File: config.mk
export PLATFORM = sky130hd
export DESIGN_NAME = issue_scoreboard
export DESIGN_NICKNAME = d
export VERILOG_FILES = /design/src/rtl/issue_scoreboard.sv
export SDC_FILE = /design/constraint.sdc
export NUM_CORES = 1
export LEC_CHECK = 0
export CAP_MARGIN = 15
export CORE_MARGIN = 3
export CORE_UTILIZATION = 57
export DETAILED_ROUTE_END_ITERATION = 6
export GPL_TIMING_DRIVEN = 0
export PLACE_DENSITY_LB_ADDON = 0.05
export SLEW_MARGIN = 25
export SYNTH_ARGS = -nofsm -noshare
export SYNTH_HDL_FRONTEND = slang
export SYNTH_SLANG_ARGS = --single-unit
File: constraint.sdc
create_clock -name clk -period 6.75 [get_ports clk]
set_clock_uncertainty 0.2 [all_clocks]
set_input_delay 1.35 -clock clk [delete_from_list [all_inputs] [get_ports clk]]
set_output_delay 1.35 -clock clk [all_outputs]
set_load 0.01 [all_outputs]
File: src/rtl/issue_scoreboard.sv
// Purpose: in-order single-issue stage; holds one decoded instruction, tracks pending GPR
//          writes in a 32-bit scoreboard and steers the instruction to the ALU, MEM or BRU unit.
// Latency: accept in cycle N, earliest issue in N+1; a syscall drains everything and then
//          raises sys_req until sys_ack.
// Backpressure: in_ready only when the holder is empty or fires this cycle. Issue stalls on a
//          RAW/WAW hazard or when the target unit is full. Once raised, a unit valid holds
//          with a stable payload until its ready.
// Ports: clk/rst_n; flush; in_* decoded instruction (valid/ready); alu_/mem_/bru_ valid/ready
//        issue handshakes; out_payload/out_dst_lr from the held instruction; *_done retire
//        strobes; wb_valid/wb_lr scoreboard clear; sys_req/sys_ack syscall handshake.
module issue_scoreboard #(
    parameter int MAX_OUTSTANDING = 4,
    parameter int PAYLOAD_W       = 32
) (
    input  logic                 clk,
    input  logic                 rst_n,
    input  logic                 flush,
    input  logic                 in_valid,
    output logic                 in_ready,
    input  logic [PAYLOAD_W-1:0] in_payload,
    input  logic                 in_read_rs,
    input  logic [4:0]           in_rs,
    input  logic                 in_read_rt,
    input  logic [4:0]           in_rt,
    input  logic                 in_write_gpr,
    input  logic [4:0]           in_dst_lr,
    input  logic                 in_mem,
    input  logic                 in_cf,
    input  logic                 in_syscall,
    output logic                 alu_valid,
    output logic                 mem_valid,
    output logic                 bru_valid,
    input  logic                 alu_ready,
    input  logic                 mem_ready,
    input  logic                 bru_ready,
    output logic [PAYLOAD_W-1:0] out_payload,
    output logic [4:0]           out_dst_lr,
    input  logic                 alu_done,
    input  logic                 mem_done,
    input  logic                 bru_done,
    input  logic                 wb_valid,
    input  logic [4:0]           wb_lr,
    output logic                 sys_req,
    input  logic                 sys_ack
);

    typedef enum logic [1:0] {EMPTY, HOLD, SYS_DRAIN, SYS_REQ} state_t;
    typedef enum logic [1:0] {U_ALU, U_MEM, U_BRU} unit_t;

    state_t      state, state_next;
    unit_t       h_unit;
    logic        h_read_rs, h_read_rt, h_write;
    logic [4:0]  h_rs, h_rt;
    logic [31:0] sb;
    logic [3:0]  cnt_alu, cnt_mem, cnt_bru;

    logic [31:0] wb_mask, sb_eff, set_mask;
    logic [3:0]  cnt_sel;
    logic        hazard, issue_ok, fire, accept;
    logic        alu_fire, mem_fire, bru_fire;

    // A write-back landing this cycle already unblocks the held instruction.
    always_comb begin
        wb_mask = wb_valid ? (32'd1 << wb_lr) : 32'd0;
        sb_eff  = sb & ~wb_mask;
        hazard  = (h_read_rs & sb_eff[h_rs]) |
                  (h_read_rt & sb_eff[h_rt]) |
                  (h_write   & sb_eff[out_dst_lr]);
    end

    always_comb begin
        case (h_unit)
            U_MEM:   cnt_sel = cnt_mem;
            U_BRU:   cnt_sel = cnt_bru;
            default: cnt_sel = cnt_alu;
        endcase
    end

    // Unit occupancy uses the registered count only; a same-cycle done frees the slot next cycle.
    assign issue_ok  = (state == HOLD) && !hazard && (cnt_sel < 4'(MAX_OUTSTANDING));
    assign alu_valid = issue_ok && (h_unit == U_ALU);
    assign mem_valid = issue_ok && (h_unit == U_MEM);
    assign bru_valid = issue_ok && (h_unit == U_BRU);
    assign alu_fire  = alu_valid & alu_ready;
    assign mem_fire  = mem_valid & mem_ready;
    assign bru_fire  = bru_valid & bru_ready;
    assign fire      = alu_fire | mem_fire | bru_fire;
    assign in_ready  = !flush && ((state == EMPTY) || fire);
    assign accept    = in_valid & in_ready;
    assign sys_req   = (state == SYS_REQ);
    assign set_mask  = (fire && h_write && (out_dst_lr != 5'd0)) ? (32'd1 << out_dst_lr) : 32'd0;

    always_comb begin
        state_next = state;
        case (state)
            EMPTY, HOLD: begin
                if (accept)
                    state_next = in_syscall ? SYS_DRAIN : HOLD;
                else if (fire)
                    state_next = EMPTY;
            end
            SYS_DRAIN: begin
                if (sb == 32'd0 && cnt_alu == 4'd0 && cnt_mem == 4'd0 && cnt_bru == 4'd0)
                    state_next = SYS_REQ;
            end
            SYS_REQ: begin
                if (sys_ack)
                    state_next = EMPTY;
            end
            default: state_next = EMPTY;
        endcase
        if (flush)
            state_next = EMPTY;
    end

    // Done at zero is dropped; issue plus done in one cycle leaves the count unchanged.
    function automatic logic [3:0] cnt_upd(input logic [3:0] cur, input logic inc,
                                           input logic done);
        logic dec;
        dec = done && (cur != 4'd0);
        case ({inc, dec})
            2'b10:   cnt_upd = cur + 4'd1;
            2'b01:   cnt_upd = cur - 4'd1;
            default: cnt_upd = cur;
        endcase
    endfunction

    always_ff @(posedge clk or negedge rst_n) begin
        if (!rst_n) begin
            state       <= EMPTY;
            sb          <= 32'd0;
            cnt_alu     <= 4'd0;
            cnt_mem     <= 4'd0;
            cnt_bru     <= 4'd0;
            h_unit      <= U_ALU;
            h_read_rs   <= 1'b0;
            h_read_rt   <= 1'b0;
            h_write     <= 1'b0;
            h_rs        <= 5'd0;
            h_rt        <= 5'd0;
            out_payload <= '0;
            out_dst_lr  <= 5'd0;
        end else begin
            state   <= state_next;
            // Set after clear so an issue beats a same-cycle write-back of that register.
            sb      <= ((sb & ~wb_mask) | set_mask) & ~32'd1;
            cnt_alu <= cnt_upd(cnt_alu, alu_fire, alu_done);
            cnt_mem <= cnt_upd(cnt_mem, mem_fire, mem_done);
            cnt_bru <= cnt_upd(cnt_bru, bru_fire, bru_done);
            if (accept) begin
                h_unit      <= in_mem ? U_MEM : (in_cf ? U_BRU : U_ALU);
                h_read_rs   <= in_read_rs;
                h_read_rt   <= in_read_rt;
                h_write     <= in_write_gpr;
                h_rs        <= in_rs;
                h_rt        <= in_rt;
                out_payload <= in_payload;
                out_dst_lr  <= in_dst_lr;
            end
        end
    end

endmodule

; ---- Yosys cells after proc, flatten, opt, wreduce, memory -nomap -nowiden
; Index checks and enable logic that the tools add are counted.
[totals]
rom_bits = 0
memories = 0
register_bits = 97
latch_bits = 0
mem_bits_rw = 0
output_inout_bits = 42
[classes]
n_eq_ne = 14
n_mul = 0
div_mod_pow = 0
addsub = 6
n_lt_le_gt_ge = 4
bitwise = 14
shifts = 2
n_mux = 21
n_reduce_logical = 32
[op_table]
columns = op, count
row1 = 2-to-1 mux 32 bit, 2
row2 = "left shift 1 x 5 -> 32 bit, first input constant", 2
row3 = bitwise AND 32 bit, 1
row4 = logical NOT 32 bit, 1
row5 = NOT 32 bit, 1
row6 = OR 32 bit, 1
row7 = case mux 4 bit (2 select lines), 4
row8 = "< comparator 5 x 6 -> 1 bit, second input constant", 3
row9 = 2-to-1 mux 2 bit, 8
row10 = binary-select mux 1 bit (select 5 bit), 3
row11 = logical AND 1 bit, 14
row12 = "adder 4 x 1 -> 4 bit, second input constant", 3
row13 = "== test 2 bit, second input constant", 6
row14 = logical NOT 4 bit, 3
row15 = nonzero test 4 bit, 3
row16 = "subtractor 4 x 1 -> 4 bit, second input constant", 3
row17 = "== test 2 x 1 -> 1 bit, second input constant", 5
row18 = bitwise AND 1 bit, 7
row19 = case mux 2 bit (3 select lines), 1
row20 = nonzero test 2 bit, 3
row21 = nonzero test 5 bit, 1
row22 = logical NOT 2 bit, 2
row23 = "< comparator 4 x 3 -> 1 bit, second input constant", 1
row24 = "inequality test 4 bit, second input constant", 1
row25 = 8 further kinds, 14

; ---- Logic depth before layout (Yosys ltp)
[logic_depth]
word_depth = 22
mapped_depth = 16

; ---- Worst setup path before layout
; OpenSTA, ideal clock, no wires.
[synth_timing]
path_kind = input -> output
start = input wb_lr[0]
end = output in_ready
setup_slack_ns = 1.660
arrival_ns = 3.540
cell_stages = 9
n_path_buf = 1
cell_sequence = buf_4 -> or4b_4 -> o21ai_2 -> nor3_1 -> a2111oi_0 -> a211oi_1 -> nor3_2 -> nand3b_1 -> a21oi_1
[synth_between]
elab_chain_len = 18
word_cells_on_any_way = 28
cone_classes = 1 x shift / 7 x mux / 12 x bitwise / 8 x reduce/logical
[synth_rtl]
columns = item, line
row1 = from (decl), 42  ; input logic [4:0] wb_lr,
row2 = left shift 1 x 5 -> 32 bit *, 64  ; wb_mask = wb_valid ? (32'd1 << wb_lr) : 32'd0;
row3 = 2-to-1 mux 32 bit *, 64
row4 = NOT 32 bit *, 65  ; sb_eff = sb & ~wb_mask;
row5 = bitwise AND 32 bit *, 65
row6 = "binary-select mux 1 bit (select 5 bit), on equally long branches", "66, 67"
row7 = "2-to-1 mux 1 bit, on equally long branches", "66, 67"
row8 = "bitwise AND 1 bit, on equally long branches", "66, 67"
row9 = OR 1 bit, 66  ; hazard = (h_read_rs & sb_eff[h_rs]) |
row10 = OR 1 bit *, 67  ; (h_read_rt & sb_eff[h_rt]) |
row11 = logical NOT 1 bit *, 80  ; assign issue_ok = (state == HOLD) && !hazard && (cnt_sel < 4'(MAX_OUTSTANDING));
row12 = logical AND 1 bit * (2 in series), 80
row13 = "logical AND 1 bit, on equally long branches", "81, 82"
row14 = "bitwise AND 1 bit, on equally long branches", "84, 85"
row15 = OR 1 bit, 87  ; assign fire = alu_fire | mem_fire | bru_fire;
row16 = OR 1 bit *, 87
row17 = logical OR 1 bit *, 88  ; assign in_ready = !flush && ((state == EMPTY) || fire);
row18 = logical AND 1 bit *, 88
row19 = to (decl), 19  ; output logic in_ready,
; Mark *: on every way between the ends. The rest lies on a longest branch, timed or not. The select of a mux whose other input is x is not followed.

; ---- Worst setup path in the final report
[layout_timing]
start = input wb_lr[3]
end = output alu_valid
[layout_between]
elab_chain_len = 13
word_cells_on_any_way = 19
cone_classes = 1 x shift / 7 x mux / 7 x bitwise / 4 x reduce/logical
[layout_rtl]
columns = item, line
row1 = left shift 1 x 5 -> 32 bit *, 64
row2 = 2-to-1 mux 32 bit *, 64
row3 = NOT 32 bit *, 65
row4 = bitwise AND 32 bit *, 65
row5 = "binary-select mux 1 bit (select 5 bit), on equally long branches", "66, 67"
row6 = "2-to-1 mux 1 bit, on equally long branches", "66, 67"
row7 = "bitwise AND 1 bit, on equally long branches", "66, 67"
row8 = OR 1 bit, 66
row9 = OR 1 bit *, 67
row10 = logical NOT 1 bit *, 80
row11 = logical AND 1 bit * (2 in series), 80
row12 = logical AND 1 bit *, 81  ; assign alu_valid = issue_ok && (h_unit == U_ALU);
row13 = to (decl), 30  ; output logic alu_valid,
; Marks and branches as above.

==> summary.md <==
| Metric | Value |
|---|---|
| Placed cells | `774` |
| Crit path DAT | `5130 ps` |
| Syn Inst Count | `529` |
| Post-synthesis sequential area ratio | `41.7%` |
| Grt total ovfl | `0` |
| Critical path class | `in2out` |
| Final hold violations | `0` |
| Worst hold slack | `312 ps` |
| Wire length per cell | `22.8 µm` |
| Die Footprint | `11500 µm²` |
| Hold Crit Class | `reg2reg` |
| Commonest non-fill, non-tap cells in the layout | `clkdlybuf4s50_1 (110), dfrtp_1 (97), o21ai_0 (62)` |
| Cell taking the most area after synthesis | `dfrtp_1` |
| Clock Tree Buf Depth | `2` |
| N_diodes | `0` |
| Worst Max-Slew Pin Slew | `1240 ps` |
| Initial antenna violation count | `0` |
| Share of post-route cells with drive strength above 1 | `16.9%` |
| Num CTS Buffers | `9` |
| Final setup vio count | `0` |
| FMAX | `150 MHz` |
| Die height | `107 µm` |
| Initial DRT Pass Iterations | `5` |
| Post-synthesis cell type count | `64` |
| Starting density of the core | `59.0%` |
| Startpoint Class | `input port` |
| Outcome | `finished, final reports clean` |
| Core area | `9860 µm²` |
| Reg clk slew, reported paths | `90 ps` |
| Top cells by area, synth | `dfrtp_1 (42%), mux2_4 (13%), o21ai_0 (5.5%)` |
| Vias in the first global route | `5237` |
| Ports | `112` |
| TritonCTS Sinks | `97` |
| Post-synth net total | `614` |
| Die Wd | `107 µm` |
| CTS Root Cell | `clkbuf_8` |
| Final period utilization | `98.9%` |
| Delay-heaviest family, CP | `simple AND/OR/NAND/NOR gates` |
| CTS tree | `built` |
| Place WS | `-64.2 ps` |
| Crit-path slowest cell | `nor4_1` |
| Peak VDD IR | `0.000229 V` |
| Critical Path RT | `5200 ps` |
| Area of the multi-input gates | `3200 µm²` |
| Max cap viols | `0` |
| Fin cells | `796` |
| Asr flop ratio synth | `100%` |
| WP buf/inv | `5` |
| Syn_area_per_cell | `11.0 µm²` |
| DR iter-0 viols | `456` |
| Via count | `5081` |
| Commonest non-fill, non-tap cell in the layout | `clkdlybuf4s50_1` |
| H-tree depth | `3` |
| Synth Cell Area | `5820 µm²` |
| Highest cell delay on the worst timing path | `1030 ps` |
| Final worst slack | `74.7 ps` |
| Final Critical Period | `6680 ps` |
| Final Max Tran Viols | `0` |
| Worst skew pair latency | `380 ps` |
| CTS Hold Bufs | `0` |
| Total GRT Usage | `32.8%` |
| Register area | `2430 µm²` |
| Port Buf Inserts | `111` |
| ANT nets after route | `0` |
| Largest net degree at the start of global routing | `59` |
| Worst-path cell chain | `clkdlybuf4s50_1, buf_2, nand4b_1, o21ai_0, nand2b_1, nand4b_1, nor4_1, nor4_4, buf_4, buf_4, and3_1, clkdlybuf4s50_1` |
| Crit Path Max Fanout | `10` |
| GPL Wtd Cong | `0.978` |
| Pwr Density | `311 nW/µm²` |
| HPWL Detailed | `13.8 mm` |
| Synthesized flop and latch total | `97` |
| EDFF count, synth | `0` |
| Final WL | `18.2 mm` |
| Crit. End Element | `primary output` |
| Fillers | `658` |
| Syn. warnings | `0` |
| Via density | `6.38` |
| Row Count | `36` |
| Area growth from synthesis to layout | `26.8%` |
| Static leakage | `3.15 nW` |
| Synth Flop Type | `dfrtp_1` |
| Top cell type's share of synthesized area | `41.7%` |
| Global-route wire length before repair | `28.6 mm` |
| Final net count | `743` |
| Post-route DRC | `0` |
| Max-slew headroom | `16.7%` |
## state kept, by name, indices dropped and copies added, names as in the netlist, 2 cells and up
signal	flops
state	2
sb	31
cnt_alu	4
cnt_bru	4
cnt_mem	4
h_rs	5
h_rt	5
out_payload	32
h_unit	2
out_dst_lr	5
## per-stage QoR
| stage | utilization, % | total power, mW | cell area (µm²) | setup TNS (ps) |
|---|---|---|---|---|
| 6_report | 74.9 | 2.30 | 7380 | 0 |
| 3_3_place_gp | 72.0 | 1.83 | 7100 | -621 |
| 2_1_floorplan | - | 1.48 | 5820 | 0 |
| 4_1_cts | 74.3 | 2.27 | 7330 | 0 |
| 5_1_grt | 74.9 | 2.43 | 7380 | -37.5 |
| 3_5_place_dp | 72.3 | 1.89 | 7130 | -64.2 |
## routing by layer
metal  routed length, µm  global-route usage, %  part of all wire [%]
met4                 458                   9.59                   2.5
met1                6960                   41.8                    38
met5                   0                      0                     0
met3                1670                   8.67                   9.2
met2                9090                   54.8                    50
## logic make-up after synthesis
kind of cell / share of synthesized area [%]
and+or+nand+nor: 15.6
AOI/OAI and AO/OA: 14.6
DFF: 41.7
muxes: 18.2
buffers and inverters: 3.80
xor gates and xnor gates: 2.41
adders and majority gates: 3.61
## synthesized netlist by cell type (7+ instances only)
library cell	instances
xnor2_1	7
dfrtp_1	97
nor2_1	13
nor3_1	10
clkbuf_1	15
o211ai_1	15
mux2_4	49
nor4_1	16
nand2b_1	10
nand2_1	27
mux2_2	7
o21ai_0	64
mux2i_1	18
nor2b_1	9
nand4_1	7
nand3_1	14
a21oi_1	8
inv_1	18
xor2_1	9
ha_1	12
## final cells by class
| cell class | instances | area share [%] |
|---|---|---|
| timing repair buffer | 118 | 16.0 |
| sequential | 97 | 32.9 |
| clock buffer | 11 | 1.78 |
| buffer | 28 | 2.08 |
| multi-input combinational | 386 | 43.3 |
| clock inverter | 5 | 0.762 |
| inverter | 18 | 0.915 |
| tap | 133 | 2.25 |
## worst paths after layout
kind                            startpoint               to  slack (ps)  cells past startpoint
min in group asynchronous            rst_n            sb[1]         670                      1
hold reg to reg            out_payload[26]  out_payload[26]         310                      1
hold / removal             out_payload[26]  out_payload[26]         310                      1
setup reg to reg             out_dst_lr[0]       cnt_alu[3]        1940                     17
setup / recovery                  wb_lr[3]        alu_valid          70                     12
max in group asynchronous            rst_n          h_rt[0]        5070                      2
## repair_timing
item	in CTS	in global routing
hold endpoints to repair	0	0
buffers inserted	0	6
setup endpoints to repair	1	4
pin swaps	0	4
gates resized for setup	3	5
## power breakdown
part	leakage (nW)	internal, mW	switching (mW)	total, mW
clock network	0.0933	0.171	0.210	0.381
logic	1.85	0.529	0.524	1.05
registers	1.21	0.728	0.132	0.861
total	3.15	1.43	0.867	2.30
No activity file was read; power rests on OpenSTA's default activity.
